<file path="src/rtl/riscv_ahb_bus_sequencer.sv">
// riscv_ahb_bus_sequencer
// Bus interface unit for a multi-cycle RISC-V core. Sequences the instruction
// fetch and the optional load/store of each instruction onto one AHB-Lite
// master port, with wait-state tolerance, byte/half/word lane handling and
// sticky error reporting (bus error response, timeout, misaligned access).
module riscv_ahb_bus_sequencer #(
  parameter int          ADDR_WIDTH = 32,
  parameter int          TIMEOUT    = 255,
  parameter logic [31:0] NOP_INSTR  = 32'h0000_0013
) (
  input  logic                  clock,
  input  logic                  reset,
  // core side
  input  logic [ADDR_WIDTH-1:0] pc,
  input  logic                  data_req,
  input  logic                  data_we,
  input  logic [1:0]            data_size,
  input  logic                  data_unsigned,
  input  logic [ADDR_WIDTH-1:0] data_addr,
  input  logic [31:0]           data_wdata,
  output logic [31:0]           instr,
  output logic                  pc_en,
  output logic                  wb_en,
  output logic [31:0]           data_rdata,
  output logic                  bus_error,
  // AHB-Lite master side
  output logic [ADDR_WIDTH-1:0] HADDR,
  output logic [1:0]            HTRANS,
  output logic                  HWRITE,
  output logic [2:0]            HSIZE,
  output logic [31:0]           HWDATA,
  input  logic [31:0]           HRDATA,
  input  logic                  HREADY,
  input  logic                  HRESP
);

  typedef enum logic [2:0] {
    FETCH_A,
    FETCH_D,
    EXEC,
    MEM_A,
    MEM_D,
    HALT
  } state_e;

  localparam logic [1:0] HTRANS_IDLE   = 2'b00;
  localparam logic [1:0] HTRANS_NONSEQ = 2'b10;
  localparam logic [2:0] HSIZE_WORD    = 3'b010;

  // Wait counter just wide enough to hold TIMEOUT+1 (its saturation value).
  localparam int             WCW         = $clog2(TIMEOUT + 2);
  localparam logic [WCW-1:0] WAIT_MAX    = WCW'(TIMEOUT + 1);
  localparam logic [WCW-1:0] TIMEOUT_CNT = WCW'(TIMEOUT);

  state_e          state_q, state_d;
  logic [31:0]     instr_q, instr_d;
  logic [31:0]     hwdata_q, hwdata_d;
  logic [WCW-1:0]  wait_q, wait_d;
  logic            bus_error_q, bus_error_d;

  logic [1:0]            htrans_c;
  logic [ADDR_WIDTH-1:0] haddr_c;
  logic                  timeout_hit;
  logic                  misaligned;
  logic [31:0]           wdata_lanes;
  logic [31:0]           rdata_shifted;
  logic [31:0]           rdata_ext;

  // Access legality: halves on even addresses, words on 4-byte boundaries.
  always_comb begin
    unique case (data_size)
      2'b00:   misaligned = 1'b0;
      2'b01:   misaligned = data_addr[0];
      2'b10:   misaligned = |data_addr[1:0];
      default: misaligned = 1'b1;
    endcase
  end

  // Store data replicated onto every byte lane the slave might pick from.
  always_comb begin
    unique case (data_size)
      2'b00:   wdata_lanes = {4{data_wdata[7:0]}};
      2'b01:   wdata_lanes = {2{data_wdata[15:0]}};
      default: wdata_lanes = data_wdata;
    endcase
  end

  // Load result: move the addressed lane to bit 0, then sign/zero extend.
  always_comb begin
    rdata_shifted = HRDATA >> {data_addr[1:0], 3'b000};
    unique case (data_size)
      2'b00:   rdata_ext = data_unsigned ? {24'h0, rdata_shifted[7:0]}
                                         : {{24{rdata_shifted[7]}}, rdata_shifted[7:0]};
      2'b01:   rdata_ext = data_unsigned ? {16'h0, rdata_shifted[15:0]}
                                         : {{16{rdata_shifted[15]}}, rdata_shifted[15:0]};
      default: rdata_ext = rdata_shifted;
    endcase
  end

  assign timeout_hit = (TIMEOUT != 0) && (wait_q == TIMEOUT_CNT);

  // Sequencer next state, bus address phase and core handshake pulses.
  always_comb begin
    // NOTE: every signal written here gets a default first, so no path through
    // the case statement can leave one unassigned and infer a latch.
    state_d  = state_q;
    instr_d  = instr_q;
    hwdata_d = hwdata_q;
    htrans_c = HTRANS_IDLE;
    haddr_c  = '0;
    HWRITE   = 1'b0;
    HSIZE    = HSIZE_WORD;
    pc_en    = 1'b0;
    wb_en    = 1'b0;
    unique case (state_q)
      FETCH_A: begin
        htrans_c = HTRANS_NONSEQ;
        haddr_c  = pc;
        if (HREADY) state_d = FETCH_D;
      end
      FETCH_D: begin
        if (HRESP) begin
          state_d = HALT;
        end else if (HREADY) begin
          instr_d = HRDATA;
          state_d = EXEC;
        end else if (timeout_hit) begin
          state_d = HALT;
        end
      end
      EXEC: begin
        if (!data_req) begin
          pc_en   = 1'b1;
          state_d = FETCH_A;
        end else if (misaligned) begin
          state_d = HALT;
        end else begin
          state_d = MEM_A;
        end
      end
      MEM_A: begin
        htrans_c = HTRANS_NONSEQ;
        haddr_c  = data_addr;
        HWRITE   = data_we;
        HSIZE    = {1'b0, data_size};
        if (HREADY) begin
          hwdata_d = wdata_lanes;
          state_d  = MEM_D;
        end
      end
      MEM_D: begin
        if (HRESP) begin
          state_d = HALT;
        end else if (HREADY) begin
          pc_en   = 1'b1;
          wb_en   = !data_we;
          state_d = FETCH_A;
        end else if (timeout_hit) begin
          state_d = HALT;
        end
      end
      default: begin
        state_d = HALT;
      end
    endcase
  end

  // Consecutive HREADY-low count within the current data phase.
  always_comb begin
    wait_d = wait_q;
    if (state_d != state_q) begin
      wait_d = '0;
    end else if ((state_q == FETCH_D || state_q == MEM_D) && !HREADY
                 && wait_q != WAIT_MAX) begin
      wait_d = wait_q + 1'b1;
    end
  end

  // Any entry into HALT is an error, and it stays flagged until reset.
  assign bus_error_d = bus_error_q | (state_d == HALT);

  // State and datapath registers.
  always_ff @(posedge clock or negedge reset) begin
    if (!reset) begin
      state_q     <= FETCH_A;
      instr_q     <= NOP_INSTR;
      hwdata_q    <= '0;
      wait_q      <= '0;
      bus_error_q <= 1'b0;
    end else begin
      // NOTE: non-blocking assignments so every register samples the values
      // from before this edge, independent of statement order.
      state_q     <= state_d;
      instr_q     <= instr_d;
      hwdata_q    <= hwdata_d;
      wait_q      <= wait_d;
      bus_error_q <= bus_error_d;
    end
  end

  // NOTE: the reset state is FETCH_A so the first NONSEQ appears right after
  // reset releases; while reset is held the address phase is forced idle.
  assign HTRANS     = reset ? htrans_c : HTRANS_IDLE;
  assign HADDR      = reset ? haddr_c  : '0;
  assign HWDATA     = hwdata_q;
  assign instr      = instr_q;
  assign bus_error  = bus_error_q;
  assign data_rdata = wb_en ? rdata_ext : 32'h0;

endmodule

</file>
<file path="config.mk">
export PLATFORM = sky130hd
export DESIGN_NAME = riscv_ahb_bus_sequencer
export DESIGN_NICKNAME = d
export VERILOG_FILES = /design/src/rtl/riscv_ahb_bus_sequencer.sv
export SDC_FILE = /design/constraint.sdc
export NUM_CORES = 1
export LEC_CHECK = 0
export ABC_AREA = 1
export BUFFER_PORTS_ARGS = -buffer_cell sky130_fd_sc_hd__buf_2
export CORE_AREA = 2 2 106 108
export CTS_CLUSTER_SIZE = 14
export DETAILED_ROUTE_END_ITERATION = 12
export DIE_AREA = 0 0 108 110
export PLACE_DENSITY = 0.82
export SLEW_MARGIN = 15
export SYNTH_ARGS = -nofsm -noshare
export SYNTH_HDL_FRONTEND = slang
export SYNTH_SLANG_ARGS = --single-unit
export TNS_END_PERCENT = 50
</file>
<file path="constraint.sdc">
create_clock -name clock -period 4.1 [get_ports clock]
set_input_delay 0.615 -clock clock [delete_from_list [all_inputs] [get_ports clock]]
set_output_delay 0.615 -clock clock [all_outputs]
set_load 0.02 [all_outputs]
</file>
Word-level counts from Yosys, hierarchy flattened:

Index checks and enable logic that the tools add are counted.

* reductions and logical operators: 12
* eq/ne operators: 10
* mux-type cells: 31
* bitwise logic cells: 2
* shifts and indexed selects: 1
* add/subtract/negate cells: 1

Operator list (count)
* case mux 32 bit (2 select lines): 3
* two-way mux 32 bit: 4
* >> shifter 32 x 5 -> 32 bit: 1
* two-way mux 3 bit: 9
* two-way mux 9 bit: 2
* case mux 3 bit (5 select lines): 1
* adder 9 x 1 -> 9 bit (second input constant): 1
* == test 9 x 8 -> 1 bit (second input constant): 1
* inequality test 9 bit (second input constant): 1
* two-way mux 1 bit: 7
* == test 3 x 2 -> 1 bit (second input constant): 2
* == test 3 bit (second input constant): 2
* two-way mux 2 bit: 3
* OR reduction 2 bit: 2
* == test 3 x 1 -> 1 bit (second input constant): 1
* logical NOT 3 bit: 1
* inequality test 3 bit: 1
* case mux 1 bit (3 select lines): 1
* AND reduction 3 bit: 1
* == test 2 x 1 -> 1 bit (second input constant): 1
* == test 2 bit (second input constant): 1
* logical AND 1 bit: 2
* logical NOT 1 bit: 2
* logical NOT 2 bit: 1
* other kinds (6): 6

* input port bits: 137
* output and inout bits: 137
* bits in registers: 77
* word-level logic and storage cells: 62

Longest topological paths before layout:

* depth after elaboration: 7
* mapped depth: 14
* mapped depth without buffers: 14

Least setup slack after synthesis:

Ideal clock, no wire load.

* path kind: in2out
* start: in HRESP
* end: out data_rdata[14]
* arrival time: 1723 ps
* data required time: 3485 ps
* path buffers: 1
* stages on the path: 6
* slack: 1762 ps
* cells stage by stage: inv_1 -> nand4_1 -> nor2_2 -> inv_2 -> buf_2 -> a21oi_1

* word-level cells in the longest chain between the ends: 3

Ends and longest elaborated chain
* from (decl): line 34 `input logic HRESP`
* two-way mux 1 bit: line 152 `if (HRESP) begin`
* two-way mux 1 bit: line 115 `unique case (state_q)`
* named net wb_en: line 23 `output logic wb_en,`
* two-way mux 32 bit: line 208 `assign data_rdata = wb_en ? rdata_ext : 32'h0;`
* to (decl): line 24 `output logic [31:0] data_rdata,`

The timed path passes the listed nets, and every way through them passes these cells.

Worst setup path in the final report:

* start: in data_size[1]
* end: out data_rdata[20]

* word-level cells in the longest chain between the ends: 3
* elaborated cells on any way between the ends: 4
* classes of those cells: 1 x eq/ne; 2 x mux; 1 x reduce/logical

Ends and longest elaborated chain
* from (decl): line 17 `input logic [1:0] data_size,`
* == test 2 x 1 -> 1 bit or logical NOT 2 bit (tied branches): line 91 `unique case (data_size)`
* case mux 32 bit (2 select lines) *: line 91
* two-way mux 32 bit *: line 208

Mark *: on every way between the ends. The rest lies on a longest branch, timed or not.

==> flow_summary.toml <==
[outcome]
status = "finished, final reports clean"

[setup_path]
cpPeakStageDelay_ps = 380
path_delay_family = "buffers and inverters"
r2r_start = "state_q[2]"
worstSetupStartpoint = "data_size[1]"
reg2reg_to = "instr[21]"
critical_path_class = "input port to output port"
r2r_cells = 7
critPathLaunchType = "input port"
cpMaxStageDelayCell = "inv_1"
critPathBufInv = 4
cp.arrival_ps = 2630
end_kind = "output port"
reg2reg_slack_ps = 1320
cp-endpoint = "data_rdata[20]"
critical_path_cell_count = 9
cp.required_ps = 3480
critPathMostFrequentCell = "buf_2"
path_cells = "buf_2 -> inv_2 -> nand2_1 -> inv_1 -> nand3_4 -> nand3_2 -> nand2_2 -> nor2_1 -> buf_2"
cp_max_fo = 16

[detailed_routing]
drtIter0Drc = 407
avgViaCountPerCell = 5.12
vias = 5686
routedWlPerCell_um = 14.7
drcViolationCount = 0
ant_nets = 0
dr.pass1.iters = 6
wl_um = 16300

[cts]
clockBufferDepth = 2
clk_latency_ps = 350
cts_tree = "yes"
htreeDepth = 3
cts_root_buffer = "clkbuf_8"
cts.sinks = 77
cts-resized-gates = 0
numCtsBuffers = 9
postCtsSetupBuffers = 0
hold_buffers = 0
path_clk_slew_ps = 80

[synth]
synth_common_cells = "nand2_1, o21ai_0, dfrtp_1"
ys_ff_latch = 77
syn_area_um2 = 4880
ys.flop_type = "dfrtp_1"
ys_seq_area_share_pct = 39.5
synthMostInstantiatedCell = "nand2_1"
synthArstFlopShare_pct = 100
avgSynthCellArea_um2 = 6.74
synthCells = 725
yosys-top-cells-area = "dfrtp_1, nand2_1, o21ai_0"
synth_edf_count = 0
synth_warnings = 0
synth.top_cell.area_share_pct = 37.9
yosysUniqueCellTypes = 34
synth_top_area_cell = "dfrtp_1"

[sta]
period_share_pct = 79.1
tightestPinTransition_ps = 975
setup_slack_ps = 855
max_freq_mhz = 308
slew_viol_final = 0
hold_viol = 0
final.min_clock_period_ps = 3240
setup_viol = 0
grt_setup_unrepaired = "false"
worst_clock_skew_ps = 8.39
tns_ps = 0
slew_headroom_pct = 34.9

[global_routing]
first_global_vias = 4998
grt_usage_pct = 27.2
grt.overflow.total = 0
grt_max_degree = 76
grt_pass1_wl_um = 25100
antenna_found_initial = 0

[floorplanning]
start_util_pct = 45.6
fp.dieW_um = 108
num_rows = 38
core_region_area_um2 = 10700
ios = 274
die_h_um = 110
dieArea_um2 = 11900

[power]
power_density_nw_per_um2 = 254
power_mw = 1.64
leakagePower_nw = 3.65
ir_drop_mv = 0.216

[layout]
diodes = 0
nets = 1108
design_area_um2 = 6450
drive_gt1_share_pct = 32.2
syn2layout_area_growth_pct = 32.1

[placement]
numPortBuffers = 271
gp_congestion = 0.952
dpl_cell_area_um2 = 6250
dp_slack_ps = 911
hpwl_um = 12500

[hold_path]
hp-class = "input port to async pin"

[flow_run]
drv_cap = 0
area by class of cell:
class,count,area [um2]
Fill cell,1040,4250
Multi-Input combinational cell,537,2490
Inverter,66,249
Sequential cell,77,1930
Clock inverter,4,75.1
Clock buffer,10,128
Tap cell,140,175
Timing Repair Buffer,277,1400
worst min path at each step:
stage	slack (ps)	endpoint
2_1_floorplan	320	HWDATA[0]
3_3_place_gp	420	HWDATA[19]
3_5_place_dp	420	HWDATA[19]
4_1_cts	50	HWDATA[19]
5_1_grt	30	HWDATA[19]
6_report	60	HWDATA[19]
kinds of logic after synthesis:
kind of cell,Yosys count,share of synthesized area [%]
compound gates,184,19.7
xor+xnor,2,0.359
fa+ha+maj,3,0.769
buf+inv,112,9.56
flops,77,39.5
other cells,1,0.0768
simple gates,346,30.1
registers in the layout (all words and copies together), names as in the netlist:
name and count:
HWDATA 32, state_q 3, bus_error 1, instr 32, wait_q 9
metal layers:
| layer | vias up | global-route usage (%) | wire length, um |
|---|---|---|---|
| li1 | 2829 | - | - |
| met1 | 2576 | 36.3 | 6700 |
| met2 | 246 | 43.0 | 7710 |
| met3 | 35 | 6.70 | 1460 |
| met4 | 0 | 10.4 | 483 |
| met5 | - | 0 | 0 |
power by group:
part           internal, mW  total, mW  switching, mW  leakage (nW)
clock network         0.337      0.620          0.283        0.0945
registers             0.772      0.778        0.00597          1.03
logic                0.0896      0.241          0.151          2.52
cell usage in the layout, fill, tap and decap left out, drive strengths merged, types with 5 or more instances in the layout:
cell,Yosys,layout
buf,18,277
nand2,236,236
o21ai,97,97
dfrtp,74,74
a21oi,73,73
inv,65,65
nand3,52,52
nor2,48,48
clkbuf,28,10
o211ai,7,7
nand4,5,5
o21a,5,5
stage by stage:
stage,instances,utilization (%),hold slack [ps]
after floorplan,726,-,319
after global placement,1097,58.4,420
after detailed placement,1097,58.4,424
after CTS,1111,60.3,45.3
after global routing,1111,60.3,29.6
final,1111,60.3,60.3
No activity file was read; power rests on OpenSTA's default activity.
